File: config.mk
export PLATFORM = sky130hd
export DESIGN_NAME = fetch_sequencer
export DESIGN_NICKNAME = d
export VERILOG_FILES = /design/src/rtl/fetch_pkg.sv /design/src/rtl/q_phase_gen.sv /design/src/rtl/fetch_sequencer.sv
export SDC_FILE = /design/constraint.sdc
export NUM_CORES = 1
export LEC_CHECK = 0
export CAP_MARGIN = 20
export CORE_ASPECT_RATIO = 0.7
export CORE_MARGIN = 2
export CORE_UTILIZATION = 45
export CTS_BUF_LIST = sky130_fd_sc_hd__clkbuf_4 sky130_fd_sc_hd__clkbuf_8
export CTS_CLUSTER_SIZE = 28
export DETAILED_ROUTE_END_ITERATION = 10
export HOLD_SLACK_MARGIN = 0.03
export PLACE_DENSITY_LB_ADDON = 0.15
export SLEW_MARGIN = 10
export SYNTH_ARGS = -nofsm -noshare
export SYNTH_HDL_FRONTEND = slang
export SYNTH_HIERARCHICAL = 1
export SYNTH_SLANG_ARGS = --single-unit
File: constraint.sdc
create_clock -name clk -period 2.3 [get_ports clk]
set_input_delay 0.46 -clock clk [delete_from_list [all_inputs] [get_ports clk]]
set_output_delay 0.46 -clock clk [all_outputs]
set_load 0.01 [all_outputs]
File: src/rtl/fetch_pkg.sv
// rtl/fetch_pkg.sv - shared types and constants for the fetch sequencer
package fetch_pkg;

  typedef enum logic [1:0] {Q1, Q2, Q3, Q4} q_phase_e;
  typedef enum logic {RUN, WAIT_MEM} fetch_state_e;

  localparam logic [7:0] NOP_OP      = 8'h00;
  localparam int         STACK_DEPTH = 2;

endpackage

File: src/rtl/q_phase_gen.sv
// rtl/q_phase_gen.sv - Q1..Q4 phase counter with one-hot strobe decode
module q_phase_gen
  import fetch_pkg::*;
(
  input  logic       clk,
  input  logic       rst,
  input  logic       run,
  input  logic       hold,
  input  logic       q4_ready,
  output logic [1:0] q,
  output logic       clk1,
  output logic       clk2,
  output logic       clk3,
  output logic       clk4
);

  q_phase_e q_r;
  logic     adv;

  // Q4 only fires once the next opcode is on hand, so a strobe always means the phase moves.
  always_comb begin
    adv = run && !hold && ((q_r != Q4) || q4_ready);
  end

  always_ff @(posedge clk) begin
    if (rst) begin
      q_r <= Q1;
    end else if (adv) begin
      q_r <= q_phase_e'(q_r + 2'd1);
    end
  end

  assign q    = q_r;
  assign clk1 = adv && (q_r == Q1);
  assign clk2 = adv && (q_r == Q2);
  assign clk3 = adv && (q_r == Q3);
  assign clk4 = adv && (q_r == Q4);

endmodule

File: src/rtl/fetch_sequencer.sv
// rtl/fetch_sequencer.sv - Q-phase strobes, opcode prefetch and jump/skip flush; FETCH_STACK_EN adds call/return
module fetch_sequencer
  import fetch_pkg::*;
#(
  parameter int              PC_W         = 8,
  parameter logic [PC_W-1:0] RESET_VECTOR = '0,
  parameter logic [7:0]      NOP_OP       = fetch_pkg::NOP_OP
) (
  input  logic            clk,
  input  logic            rst,
  input  logic            hold,
  output logic            pmem_req,
  output logic [PC_W-1:0] pmem_addr,
  input  logic [7:0]      pmem_data,
  input  logic            pmem_valid,
  input  logic            jump_en,
  input  logic [PC_W-1:0] jump_addr,
  input  logic            skip,
`ifdef FETCH_STACK_EN
  input  logic            call_en,
  input  logic            ret_en,
`endif
  output logic            clk1,
  output logic            clk2,
  output logic            clk3,
  output logic            clk4,
  output logic [7:0]      inst_reg,
  output logic            inst_valid,
  output logic [PC_W-1:0] pc
);

  fetch_state_e    state, state_nxt;
  logic [1:0]      q;
  logic [PC_W-1:0] fetch_pc;
  logic            buf_valid;
  logic [7:0]      buf_data;
  logic [1:0]      discard_cnt, discard_nxt;
  logic            live_pend;
  logic            fresh_valid;
  logic            q4_ready;
  logic [7:0]      cur_data;
  logic            jumpy;
  logic            flush;
  logic [PC_W-1:0] tgt;

  // Only the response to our own live request is accepted; anything else is stale.
  assign fresh_valid = pmem_valid && (discard_cnt == 2'd0) && live_pend;
  assign q4_ready    = buf_valid || fresh_valid;
  assign cur_data    = buf_valid ? buf_data : pmem_data;

  q_phase_gen u_q_phase_gen (
    .clk      (clk),
    .rst      (rst),
    .run      ((state == RUN) && !rst),
    .hold     (hold),
    .q4_ready (q4_ready),
    .q        (q),
    .clk1     (clk1),
    .clk2     (clk2),
    .clk3     (clk3),
    .clk4     (clk4)
  );

  assign pmem_req  = clk1;
  assign pmem_addr = fetch_pc;

`ifdef FETCH_STACK_EN
  logic [PC_W-1:0] stk [STACK_DEPTH];
  logic [1:0]      stk_cnt;
  logic [PC_W-1:0] stk_top;
  logic            do_call;
  logic            do_ret;

  assign stk_top = (stk_cnt != 2'd0) ? stk[0] : RESET_VECTOR;
  assign do_call = clk4 && !jump_en && call_en;
  assign do_ret  = clk4 && !jump_en && !call_en && ret_en;

  // stk[0] is the top; a push when full shifts the oldest entry out.
  always_ff @(posedge clk) begin
    if (rst) begin
      for (int i = 0; i < STACK_DEPTH; i++) stk[i] <= RESET_VECTOR;
      stk_cnt <= 2'd0;
    end else if (do_call) begin
      stk[0] <= fetch_pc;
      for (int i = 1; i < STACK_DEPTH; i++) stk[i] <= stk[i-1];
      if (stk_cnt != 2'(STACK_DEPTH)) stk_cnt <= stk_cnt + 2'd1;
    end else if (do_ret) begin
      for (int i = 0; i < STACK_DEPTH - 1; i++) stk[i] <= stk[i+1];
      stk[STACK_DEPTH-1] <= RESET_VECTOR;
      if (stk_cnt != 2'd0) stk_cnt <= stk_cnt - 2'd1;
    end
  end

  assign jumpy = jump_en || call_en || ret_en;
  assign tgt   = (jump_en || call_en) ? jump_addr : stk_top;
`else
  assign jumpy = jump_en;
  assign tgt   = jump_addr;
`endif

  assign flush = jumpy || skip;

  always_comb begin
    state_nxt   = state;
    discard_nxt = discard_cnt;
    case (state)
      RUN:      if ((q == Q4) && !hold && !q4_ready) state_nxt = WAIT_MEM;
      WAIT_MEM: if (fresh_valid) state_nxt = RUN;
      default:  state_nxt = RUN;
    endcase
    if (pmem_valid && (discard_cnt != 2'd0)) discard_nxt = discard_cnt - 2'd1;
    if (clk4 && flush && live_pend && !fresh_valid && (discard_nxt != 2'd2))
      discard_nxt = discard_nxt + 2'd1;
  end

  always_ff @(posedge clk) begin
    if (rst) begin
      state       <= RUN;
      inst_reg    <= NOP_OP;
      inst_valid  <= 1'b0;
      pc          <= RESET_VECTOR;
      fetch_pc    <= RESET_VECTOR;
      buf_valid   <= 1'b0;
      buf_data    <= NOP_OP;
      discard_cnt <= 2'd0;
      live_pend   <= 1'b0;
    end else begin
      state       <= state_nxt;
      discard_cnt <= discard_nxt;
      if (fresh_valid || (clk4 && flush)) live_pend <= 1'b0;
      if (clk1) live_pend <= 1'b1;
      if (clk4) begin
        buf_valid <= 1'b0;
      end else if (fresh_valid) begin
        buf_valid <= 1'b1;
        buf_data  <= pmem_data;
      end
      if (clk4) begin
        inst_reg   <= flush ? NOP_OP : cur_data;
        inst_valid <= !flush;
        pc         <= jumpy ? tgt : fetch_pc;
        fetch_pc   <= jumpy ? tgt : fetch_pc + PC_W'(1);
      end
    end
  end

endmodule

==> impl_metrics.env <==
export IMPL_synthesis_area_um2=1950
export IMPL_placed_cell_area_um2=2590
export IMPL_drtPass1Iterations=4
export IMPL_grt_max_degree=35
export IMPL_stdcell_area_um2=2770
export IMPL_fmax_mhz=451
export IMPL_grt_pass1_vias=1488
export IMPL_drive_above_1_share_pct=17.7
export IMPL_drc=0
export IMPL_htree_levels=2
export IMPL_ir_drop_mv=0.376
export IMPL_cp_slowest_stage_delay_ps=330
export IMPL_ys_ff_latch=40
export IMPL_synth_area_per_cell_um2=8.80
export IMPL_crit_path_end_kind="primary output"
export IMPL_core_area_um2=4250
export IMPL_num_antenna_cells=0
export IMPL_netlist_cell_type_count=39
export IMPL_first_iter_violations=70
export IMPL_path_delay_family="simple AND/OR/NAND/NOR gates"
export IMPL_cts_sinks=40
export IMPL_clk_latency_ps=300
export IMPL_async_reset_ff_share_pct=0
export IMPL_cts_tree="done"
export IMPL_synth_flop_cell="dfxtp_1"
export IMPL_fin_cells=338
export IMPL_placed_cells=327
export IMPL_yosysSeqAreaShare_pct=41.0
export IMPL_final_nets=311
export IMPL_leakage_uw=0.00101
export IMPL_intPower_uw=1360
export IMPL_cts_buffer_depth=2
export IMPL_cts_buffers_inserted=5
export IMPL_synthCells=222
export IMPL_antenna_found_initial=0
export IMPL_cap_violations=0
export IMPL_p_switching_uw=365
export IMPL_wl_per_cell_um=12.7
export IMPL_synthesis_nets=251
export IMPL_holdWs_ps=443
export IMPL_crit_chain="inv_1 -> ha_2 -> nand3_4 -> nand2b_4 -> nor2b_4 -> nor3b_4 -> buf_4 -> and2_2 -> buf_2"
export IMPL_pwr_share_comb_pct=12.3
export IMPL_clk_pin_slew_ps=80
export IMPL_layout_commonest_cell="clkdlybuf4s50_1"
export IMPL_tns_ps=0
export IMPL_cp_arrival_ps=1760
export IMPL_slew_headroom_pct=62.4
export IMPL_crit_slowest_cell="dfxtp_2"
export IMPL_dp_hpwl_mm=2.92
export IMPL_die_h_um=59.1
export IMPL_std_cell_rows=20
export IMPL_worst_pin_slew_ps=562
export IMPL_clock_power_share_pct=46.2
export IMPL_hold_viol_final=0
export IMPL_min_period_ps=2220
export IMPL_area_growth_pct=41.8
export IMPL_fin_worst_skew_ps=5.53
export IMPL_critPathRequiredTime_ps=1840
export IMPL_crit_buf_inv=3
export IMPL_critical_path_class="reg2out"
export IMPL_powerDensity_nw_per_um2=623
export IMPL_switching_share_pct=21.2
export IMPL_hold_buffers=0
export IMPL_final_antenna_net_count=0
export IMPL_share_seq_of_total_power_pct=41.6
export IMPL_fin_crit_sh_pct=96.5
export IMPL_gp_congestion=0.802
export IMPL_wl_mm=4.28
export IMPL_hold_class="reg2reg"
export IMPL_num_io_pins=52
export IMPL_power_uw=1730
export IMPL_yosysWarnings=6
export IMPL_viasPerCell=5.06
export IMPL_grt_total_usage_pct=18.0
export IMPL_report_final_setup_viol=0
export IMPL_drv_slew=0
export IMPL_cts_root_buf="clkbuf_8"
export IMPL_synth_edf_count=0
export IMPL_vias=1711
export IMPL_dieArea_um2=4890
export IMPL_crit_fanout=4
export IMPL_final_cell_mix="clkdlybuf4s50_1 (45), dfxtp_1 (39), nand2_1 (33), nor2_1 (23), mux2i_1 (16)"
export IMPL_grt_pass1_wl_mm=6.70
export IMPL_worstSetupStartpointType="register"
export IMPL_outcome="completed"
export IMPL_initial_utilization_pct=45.9
export IMPL_die_x_um=82.8
export IMPL_grt_ovfl_total=0
export IMPL_port_buffers=51
==> repair_timing <==
item	CTS	global route
setup buffers	3	0
resized for setup	14	8
setup endpoints to repair	15	15
pin swaps	1	1
==> power by group through the flow <==
stage	sequential (uW)	clock (uW)	combinational [uW]
after floorplan	731	0	115
after global placement	732	0	195
after detailed placement	733	0	198
after CTS	716	811	206
after global routing	720	847	232
final	718	797	212
==> cells in the mapped netlist, types with 2 or more instances <==
library cell	instances	share of area, %
o21ai_0	4	1.0
o31ai_1	2	0.77
inv_1	5	0.96
dfxtp_1	40	41
ha_1	7	4.5
nand2b_1	10	3.2
a31oi_1	4	1.3
a311oi_1	6	2.7
mux2i_1	16	8.2
nor2_2	2	0.64
buf_6	2	1.2
nand2_1	33	6.3
o41ai_1	2	0.90
nor2_1	23	4.4
o21ai_2	8	3.6
and2_2	4	1.5
a22oi_1	3	1.2
clkbuf_1	4	0.77
nand3_1	5	1.3
a211oi_1	6	2.3
buf_2	5	1.3
and3_1	3	0.96
a21oi_1	12	3.1
==> logic make-up after synthesis <==
group                    Yosys count  share of synthesized area, %
AO/OA/AOI/OAI                     50                          17.8
XOR/XNOR                           2                         0.896
adder cells (fa/ha/maj)            7                          4.48
buffers and inverters             19                          4.93
flip-flops                        40                          41.0
multiplexers                      17                          8.96
AND/OR/NAND/NOR                   87                          22.0
==> path summary, 6_finish.rpt <==
check | slack [ps] | cells past startpoint | from | to
worst max-delay path | 80 | 9 | discard_cnt[0]$_SDFF_PP0_ | clk1
worst min-delay path | 440 | 2 | inst_valid$_SDFFE_PP0P_ | inst_valid$_SDFFE_PP0P_
worst min register to register | 440 | 2 | inst_valid$_SDFFE_PP0P_ | inst_valid$_SDFFE_PP0P_
worst max register to register | 160 | 12 | discard_cnt[0]$_SDFF_PP0_ | inst_reg[7]$_SDFFE_PP0P_
==> per-layer routing <==
layer | part of all wire, % | vias to the layer above | global-route usage (%)
li1 | - | 895 | -
met1 | 52 | 773 | 26.2
met2 | 42 | 36 | 25.9
met3 | 4.6 | 7 | 4.88
met4 | 1.1 | 0 | 5.62
met5 | 0 | - | 0
==> worst reg2reg max path, stage by stage, from the launching register on <==
cell and delay (ps):
dfxtp_2 330, inv_1 50, ha_2 220, nand3_4 100
nand2b_4 90, nor2b_4 40, nor3b_4 210, and2_2 180
buf_4 140, inv_2 40, or3_1 350, buf_4 190
o21ai_2 130
==> per-stage QoR <==
step                      setup WS [ps]  util [%]
after global routing              -9.43      65.1
final                              81.1      65.1
after detailed placement           -438      60.8
after floorplan                    53.5         -
after global placement             -369      60.8
after CTS                          13.4      64.8
==> area by class of cell <==
type                       instances  area (um^2)
fill                             362         1480
timing repair buffer              66          639
multi-input combinational        163         1080
inverter                           6         22.5
clock buffer                       5         68.8
clock inverter                     3         90.1
tap                               55         68.8
sequential                        40          802
Note: power is estimated with default switching activity, not from simulation.
